===== config.mk =====
export PLATFORM = sky130hd
export DESIGN_NAME = axis_fifo_ctrl
export DESIGN_NICKNAME = d
export VERILOG_FILES = /design/src/rtl/axis_fifo_pkg.sv /design/src/rtl/axis_fifo_ctrl_memdp.sv /design/src/rtl/axis_fifo_ctrl.sv
export SDC_FILE = /design/constraint.sdc
export NUM_CORES = 1
export LEC_CHECK = 0
export CORE_AREA = 2 2 196 198
export DETAILED_ROUTE_END_ITERATION = 10
export DIE_AREA = 0 0 198 200
export HOLD_SLACK_MARGIN = 0.15
export PLACE_DENSITY = 0.86
export SYNTH_ARGS = -nofsm -noshare
export SYNTH_HDL_FRONTEND = slang
export SYNTH_SLANG_ARGS = --single-unit

===== constraint.sdc =====
create_clock -name clock -period 5.05 [get_ports clock]
set_input_delay 1.2625 -clock clock [delete_from_list [all_inputs] [get_ports clock]]
set_output_delay 1.2625 -clock clock [all_outputs]
set_load 0.1 [all_outputs]

===== src/rtl/axis_fifo_pkg.sv =====
// Shared definitions for the AXI4-Stream FIFO controller: width helpers and the
// canonical beat layout ({tlast, tdata}, tlast in the MSB).
package axis_fifo_pkg;

  localparam int DEFAULT_DATA_WIDTH = 32;
  localparam int DEFAULT_DEPTH      = 16;

  // Beat as stored in the array: tlast rides above the payload.
  typedef struct packed {
    logic                          tlast;
    logic [DEFAULT_DATA_WIDTH-1:0] tdata;
  } beat_t;

  // Pointer width: wraps naturally modulo a power-of-two depth.
  function automatic int ptr_width(input int depth);
    return (depth > 1) ? $clog2(depth) : 1;
  endfunction

  // Array count spans 0..depth inclusive.
  function automatic int cnt_width(input int depth);
    return $clog2(depth + 1);
  endfunction

  // Occupancy spans 0..depth+1 (array plus output register).
  function automatic int occ_width(input int depth);
    return $clog2(depth + 2);
  endfunction

endpackage


===== src/rtl/axis_fifo_ctrl_memdp.sv =====
// Dual-port storage array: one synchronous write port and READ_PORTS registered
// read ports whose output registers reset to zero and hold when not read.
module memDP
  import axis_fifo_pkg::*;
#(
  parameter  int WIDTH      = 8,
  parameter  int DEPTH      = 16,
  parameter  int READ_PORTS = 1,
  parameter  int BYPASS_EN  = 0,
  localparam int AW         = ptr_width(DEPTH)
) (
  input  logic                          clk,
  input  logic                          rst,
  input  logic                          we,
  input  logic [AW-1:0]                 waddr,
  input  logic [WIDTH-1:0]              wdata,
  input  logic [READ_PORTS-1:0]         re,
  input  logic [READ_PORTS*AW-1:0]      raddr,
  output logic [READ_PORTS*WIDTH-1:0]   rdata
);

  logic [WIDTH-1:0]            mem_q [DEPTH];
  logic [READ_PORTS*WIDTH-1:0] rdata_d;
  logic [READ_PORTS*WIDTH-1:0] rdata_q;

  // Contents are never cleared; only the read registers see reset.
  always_ff @(posedge clk) begin
    if (we) begin
      mem_q[waddr] <= wdata;
    end
  end

  always_comb begin
    rdata_d = rdata_q;
    for (int p = 0; p < READ_PORTS; p++) begin
      if (re[p]) begin
        if ((BYPASS_EN != 0) && we && (waddr == raddr[p*AW +: AW])) begin
          rdata_d[p*WIDTH +: WIDTH] = wdata;
        end else begin
          rdata_d[p*WIDTH +: WIDTH] = mem_q[raddr[p*AW +: AW]];
        end
      end
    end
  end

  always_ff @(posedge clk or posedge rst) begin
    if (rst) begin
      rdata_q <= '0;
    end else begin
      rdata_q <= rdata_d;
    end
  end

  assign rdata = rdata_q;

endmodule


===== src/rtl/axis_fifo_ctrl.sv =====
// AXI4-Stream FIFO controller: pointer/count bookkeeping around memDP, whose read
// register doubles as the registered m_axis output stage.
module axis_fifo_ctrl
  import axis_fifo_pkg::*;
#(
  parameter int DATA_WIDTH = 32,
  parameter int DEPTH      = 16
) (
  input  logic                          clock,
  input  logic                          reset_n,
  input  logic                          s_axis_tvalid,
  output logic                          s_axis_tready,
  input  logic [DATA_WIDTH-1:0]         s_axis_tdata,
  input  logic                          s_axis_tlast,
  output logic                          m_axis_tvalid,
  input  logic                          m_axis_tready,
  output logic [DATA_WIDTH-1:0]         m_axis_tdata,
  output logic                          m_axis_tlast,
  output logic [$clog2(DEPTH+2)-1:0]    occupancy,
  output logic [$clog2(DEPTH+2)-1:0]    pkt_count
);

  localparam int PTR_W = ptr_width(DEPTH);
  localparam int CNT_W = cnt_width(DEPTH);
  localparam int OCC_W = occ_width(DEPTH);
  localparam int MEM_W = DATA_WIDTH + 1;

  logic [PTR_W-1:0] wr_ptr_q, wr_ptr_d;
  logic [PTR_W-1:0] rd_ptr_q, rd_ptr_d;
  logic [CNT_W-1:0] count_q, count_d;
  logic             m_tvalid_q, m_tvalid_d;
  logic [OCC_W-1:0] pkt_q, pkt_d;

  logic             wr_en;
  logic             rd_en;
  logic             out_fire;
  logic             arr_full;
  logic             arr_empty;
  logic [MEM_W-1:0] mem_wdata;
  logic [MEM_W-1:0] mem_rdata;

  assign arr_full  = (count_q == CNT_W'(DEPTH));
  assign arr_empty = (count_q == '0);

  // Gated by reset_n so tready is low during reset and high right after release.
  assign s_axis_tready = reset_n & ~arr_full;

  assign wr_en    = s_axis_tvalid & s_axis_tready;
  assign rd_en    = ~arr_empty & (~m_tvalid_q | m_axis_tready);
  assign out_fire = m_tvalid_q & m_axis_tready;

  assign mem_wdata = {s_axis_tlast, s_axis_tdata};

  always_comb begin
    wr_ptr_d = wr_ptr_q;
    rd_ptr_d = rd_ptr_q;
    count_d  = count_q;
    if (wr_en) begin
      wr_ptr_d = wr_ptr_q + PTR_W'(1);
    end
    if (rd_en) begin
      rd_ptr_d = rd_ptr_q + PTR_W'(1);
    end
    case ({wr_en, rd_en})
      2'b10:   count_d = count_q + CNT_W'(1);
      2'b01:   count_d = count_q - CNT_W'(1);
      default: count_d = count_q;
    endcase
  end

  // Output valid: a read reloads the stage; otherwise a taken beat empties it.
  always_comb begin
    m_tvalid_d = m_tvalid_q;
    if (rd_en) begin
      m_tvalid_d = 1'b1;
    end else if (m_axis_tready) begin
      m_tvalid_d = 1'b0;
    end
  end

  always_comb begin
    pkt_d = pkt_q;
    case ({wr_en & s_axis_tlast, out_fire & m_axis_tlast})
      2'b10:   pkt_d = pkt_q + OCC_W'(1);
      2'b01:   pkt_d = pkt_q - OCC_W'(1);
      default: pkt_d = pkt_q;
    endcase
  end

  always_ff @(posedge clock or negedge reset_n) begin
    if (!reset_n) begin
      wr_ptr_q   <= '0;
      rd_ptr_q   <= '0;
      count_q    <= '0;
      m_tvalid_q <= 1'b0;
      pkt_q      <= '0;
    end else begin
      wr_ptr_q   <= wr_ptr_d;
      rd_ptr_q   <= rd_ptr_d;
      count_q    <= count_d;
      m_tvalid_q <= m_tvalid_d;
      pkt_q      <= pkt_d;
    end
  end

  memDP #(
    .WIDTH      (MEM_W),
    .DEPTH      (DEPTH),
    .READ_PORTS (1),
    .BYPASS_EN  (0)
  ) u_mem (
    .clk   (clock),
    .rst   (~reset_n),
    .we    (wr_en),
    .waddr (wr_ptr_q),
    .wdata (mem_wdata),
    .re    (rd_en),
    .raddr (rd_ptr_q),
    .rdata (mem_rdata)
  );

  assign m_axis_tvalid = m_tvalid_q;
  assign m_axis_tdata  = mem_rdata[DATA_WIDTH-1:0];
  assign m_axis_tlast  = mem_rdata[DATA_WIDTH];
  assign occupancy     = OCC_W'(count_q) + OCC_W'(m_tvalid_q);
  assign pkt_count     = pkt_q;

endmodule


==> results of run 1 <==
-- critical path: stages (launching register included) --
cell	delay, ps
dfrtp_1	440
ha_1	220
ha_1	210
nand3_1	100
xnor2_1	110
clkdlybuf4s50_1	1140
-- logic make-up after synthesis --
kind of cell / Yosys count / share of synthesized area, %
compound gates: 117 / 3.09
fa+ha+maj: 16 / 0.935
simple gates: 50 / 1.13
flops: 580 / 77.3
xor+xnor: 20 / 0.789
mux: 168 / 15.2
buf+inv: 66 / 1.61
-- cell type report --
| type | instances | area (µm²) |
|---|---|---|
| Clock buffer | 85 | 1600 |
| Timing Repair Buffer | 117 | 1120 |
| Fill cell | 2149 | 11900 |
| Inverter | 8 | 30.0 |
| Sequential cell | 580 | 17200 |
| Multi-Input combinational cell | 371 | 4840 |
| Clock inverter | 12 | 114 |
| Tap cell | 511 | 639 |
-- synth_stat cells (4+ instances only) --
master	n	area, µm²
edfxtp_1	528	15900
mux4_2	132	2970
o22ai_1	66	413
dfrtp_1	52	1300
a21oi_1	37	185
mux2_2	35	394
clkbuf_1	22	82.6
buf_2	15	75.1
ha_1	15	188
nand2_1	13	48.8
nor2_1	13	48.8
xnor2_1	11	96.3
buf_6	9	101
xor2_1	9	78.8
inv_1	8	30.0
o21ai_0	7	35.0
buf_1	6	22.5
buf_4	6	45.0
nor3_1	5	25.0
nand2b_1	4	25.0
-- routing by layer --
| layer | wire, µm | up-vias |
|---|---|---|
| met4 | 1400 | 0 |
| li1 | - | 4479 |
| met5 | 0 | - |
| met3 | 4130 | 112 |
| met2 | 25100 | 688 |
| met1 | 18400 | 5782 |
-- worst max-delay path by stage --
stage	startpoint	to	slack [ps]	depth (start not counted)
CTS	count_q[0]	occupancy[4]	970	5
global route	count_q[0]	occupancy[4]	890	5
detailed placement	s_axis_tvalid	count_q[4]	1110	10
floorplan	reset_n	u_mem.mem_q[10][0]	-100	5
global placement	s_axis_tvalid	count_q[4]	1100	10
finish	count_q[0]	occupancy[4]	1000	5
-- where the power goes --
group	switching (mW)	internal [mW]
Clock	1.66	2.26
Combinational	3.03	1.97
Sequential	0.583	5.68
-- state kept, by name, indices dropped and copies added (netlist names) --
signal and cells:
count_q 5, m_axis_tvalid 1, pkt_count 5, rd_ptr_q 4
u_mem.mem_q 528, u_mem.rdata 33, wr_ptr_q 4
-- per-stage QoR --
step | setup TNS [ps] | total power, mW | area (µm²) | setup slack (ps)
floorplan | -40650 | 10.0 | 22200 | -104
global placement | 0 | 11.2 | 23800 | 1100
detailed placement | 0 | 11.3 | 23800 | 1110
CTS | 0 | 15.3 | 25500 | 974
global route | 0 | 15.7 | 25500 | 889
finish | 0 | 15.2 | 25500 | 1000
==> results.txt, run 1 <==
outcome -> complete, no violations
Worst Hold Class -> reg2reg
Tot GR Track Use -> 25.7%
Setup Viol. Count Final -> 0
Ports -> 82
Routed WL -> 49.0 mm
drt pass-1 iters -> 6
share of layout cells above drive strength 1 -> 26.2%
# DRC -> 0
commonest non-fill, non-tap cell in the layout -> edfxtp_1
met3 GRT Util -> 4.67%
post-synthesis sequential area ratio -> 77.3%
DIE WIDTH -> 198 µm
core outline area -> 37400 µm²
post-synth cell types -> 39
Crit. End Element -> output pin
Syn-to-layout area delta -> 14.9%
worst r2r dst -> count_q[4]
antenna violations before repair -> 0
Reg2Reg Depth -> 12
Synth Register Bits -> 580
worst path required time -> 3790 ps
ys async rst share -> 8.97%
P_leak -> 8.16 nW
Reg2Reg Setup Slack -> 1750 ps
RePlAce Congestion -> 0.773
Achievable Freq -> 247 MHz
hold_sp -> pkt_count[4]
Setup crit start kind -> flop
# rows -> 71
Worst VDD drop -> 307 µV
PD cells -> 595 nW/µm²
vias per std cell -> 6.57
via count -> 11100
Inst Count DP -> 1587
endpoints failing hold -> 0
synthesized area -> 22200 µm²
filler-free cell count of the finished design -> 1684
Post-CTS Setup Bufs -> 0
first-pass GRT wire length -> 73.0 mm
CTS tree -> done
clk_skew -> 22.9 ps
Avg WL per Cell -> 29.1 µm
fin crit share -> 80.1%
Max-cap violations -> 0
cts hold-fix bufs -> 0
Initial DRC Count -> 1377
FF-to-FF Start -> count_q[3]
nets -> 1184
Mapped Cells -> 1017
Final Max Tran Viols -> 0
Final Util -> 68.2%
clk slew on worst S/H paths -> 60 ps
Slew Limit Headroom -> 24.7%
Initial Util -> 59.4%
clock buffer depth -> 3
CP arrival -> 2780 ps
worst skew pair latency -> 580 ps
vias in the first global route -> 11400
Post-synth top flop -> edfxtp_1
Worst-Margin Slew -> 1130 ps
routing usage on met2 -> 42.5%
Mean Syn Cell Area -> 21.8 µm²
GRT busiest layer -> met2
CTS sink count -> 580
post-detail-place hpwl -> 25.9 mm
chip height -> 200 µm
syn_nets -> 1070
hold_ws -> 479 ps
yosys warns -> 0
number of synthesized flops with an enable pin -> 528
H-tree levels -> 2
total CTS buffers -> 53
CP Class -> reg2out
GRT met1 Usage -> 35.2%
crit path max fanout -> 5
Hold Crit Endpoint -> pkt_count[4]
Hold Path Depth -> 1
pin count of the biggest net entering global routing -> 72
Port Buffers -> 81
DRT antenna net count -> 0
n_diodes -> 0
most frequent cells in the layout -> edfxtp_1 (528), mux4_2 (132), clkdlybuf4s50_1 (79)
die area -> 39600 µm²
clock root cell -> clkbuf_16
post_cts resized -> 0
total gr overflow -> 0
Final Critical Period -> 4050 ps
RSZ-0062 raised after global routing -> false
No activity file was read; power rests on OpenSTA's default activity.
==> run 2, diff against run 1 <==
Settings changed: CORE_AREA 2 2 196 198 to 2 2 204 206, DIE_AREA 0 0 198 200 to 0 0 206 208, PLACE_DENSITY 0.86 to 0.83.
Clock period 5.05 ns to 3.5 ns, I/O delays scaled along.
==> run 2 against run 1 <==
Net effect: via count about the same; critical path depth grew 8; combinational power rose by 47%; largest power group unchanged.
==> results.txt, run 2 (synthesized netlist as in run 1, its figures left out) <==
total CTS buffers -> 54
antenna violations before repair -> 4
clk slew on worst S/H paths -> 60 ps
Setup crit start kind -> flop
Setup Viol. Count Final -> 0
Critical Path Start -> count_q[3]
Worst-Margin Slew -> 1050 ps
CTS tree -> done
worst path required time -> 3970 ps
Tot GR Track Use -> 23.4%
crit path max fanout -> 5
Routed WL -> 49.0 mm
max reg flops -> 528
hold_ws -> 270 ps
routing usage on met2 -> 38.3%
Port Buffers -> 81
endpoints failing hold -> 0
Worst VDD drop -> 736 µV
H-tree levels -> 2
drt pass-1 iters -> 7
CP Class -> reg2reg
Power Internal -> 14.3 mW
Clock power frac -> 26.5%
Setup TNS -> 0 ps
pin count of the biggest net entering global routing -> 72
GRT met1 Usage -> 31.2%
P_leak -> 8.33 nW
commonest non-fill, non-tap cell in the layout -> edfxtp_1
Post-CTS Setup Bufs -> 0
DIE WIDTH -> 206 µm
post-detail-place hpwl -> 26.9 mm
Seq pwr share -> 40.1%
GRT busiest layer -> met2
Final Critical Period -> 3050 ps
Comb pwr share -> 33.5%
most frequent cells in the layout -> edfxtp_1 (528), mux4_2 (132), buf_4 (83)
share of layout cells above drive strength 1 -> 31.2%
met3 GRT Util -> 5.55%
post_cts resized -> 0
Syn-to-layout area delta -> 15.7%
FF-to-FF Start -> count_q[3]
Max-cap violations -> 0
chip height -> 208 µm
Slew Limit Headroom -> 29.8%
DRT antenna net count -> 0
vias per std cell -> 6.41
# DRC -> 0
clk_skew -> 10.7 ps
# rows -> 74
cts hold-fix bufs -> 0
die area -> 42800 µm²
fin crit share -> 87.0%
nets -> 1198
Sw Pwr -> 7.65 mW
first-pass GRT wire length -> 73.2 mm
Pwr Total -> 22.0 mW
CP arrival -> 3510 ps
clock root cell -> clkbuf_16
worst skew pair latency -> 600 ps
RePlAce Congestion -> 0.769
register name with the most flops -> u_mem.mem_q
Final Max Tran Viols -> 0
vias in the first global route -> 11400
Worst Hold Class -> in2async
RSZ-0062 raised after global routing -> false
CTS sink count -> 580
filler-free cell count of the finished design -> 1723
outcome -> complete, no violations
via count -> 11100
Ports -> 82
Crit. End Element -> flop
Initial Util -> 54.8%
clock buffer depth -> 3
Avg WL per Cell -> 28.4 µm
Sw Share -> 34.8%
Initial DRC Count -> 1175
Achievable Freq -> 328 MHz
PD cells -> 856 nW/µm²
Inst Count DP -> 1621
total gr overflow -> 0
Fill cells -> 2569
core outline area -> 40600 µm²
[run 2: final timing paths]
check | endpoint | slack (ps) | depth (start not counted)
min reg2reg | pkt_count[4] | 490 | 1
max in group asynchronous | rd_ptr_q[2] | 2090 | 3
min in group clock | pkt_count[4] | 490 | 1
max reg2reg | count_q[4] | 450 | 13
min | u_mem.rdata[15] | 270 | 2
max | count_q[4] | 450 | 13
[run 2: layer usage]
layer / wire length [µm] / part of all wire (%) / vias to the layer above
li1: - / - / 4496
met1: 18100 / 37 / 5811
met2: 25100 / 51 / 631
met3: 4290 / 8.8 / 108
met4: 1400 / 2.9 / 6
met5: 45 / 0.092 / -
[run 2: through the flow]
| step | utilization, % | instance area (µm²) | worst slack, ps |
|---|---|---|---|
| global placement | 59.0 | 23900 | 155 |
| detailed placement | 59.0 | 23900 | 134 |
| CTS | 63.4 | 25700 | 437 |
| floorplan | - | 22300 | 7.69 |
| finish | 63.4 | 25700 | 454 |
| global route | 63.4 | 25700 | 257 |
[run 2: power groups by stage]
stage	Clock (mW)	Sequential (mW)	Combinational, mW
floorplan	0	10.1	4.38
global placement	0	8.90	7.17
detailed placement	0	8.93	7.34
CTS	5.90	8.81	7.42
global route	6.14	8.87	7.74
finish	5.82	8.81	7.36
[run 2: critical path, stage by stage, from the launching register on]
cell	delay (ps)
dfrtp_1	460
nor4_2	350
buf_4	200
a21boi_4	70
and2_1	160
inv_1	50
ha_1	210
inv_1	100
fa_1	410
nor2b_1	120
o21ai_0	100
nand3_1	110
or3b_2	450
xnor2_1	140
[run 2: final cells by class]
type                    count  area [µm²]  share of cell area [%]
clock inverters            27         275                    1.07
well taps                 532         666                    2.59
multi-input cells         371        4870                    19.0
repair buffers            130        1200                    4.66
inverters                   8        30.0                   0.117
flip-flops and latches    580       17200                    66.8
diodes                      1        2.50                 0.00974
clock buffers              74        1490                    5.79
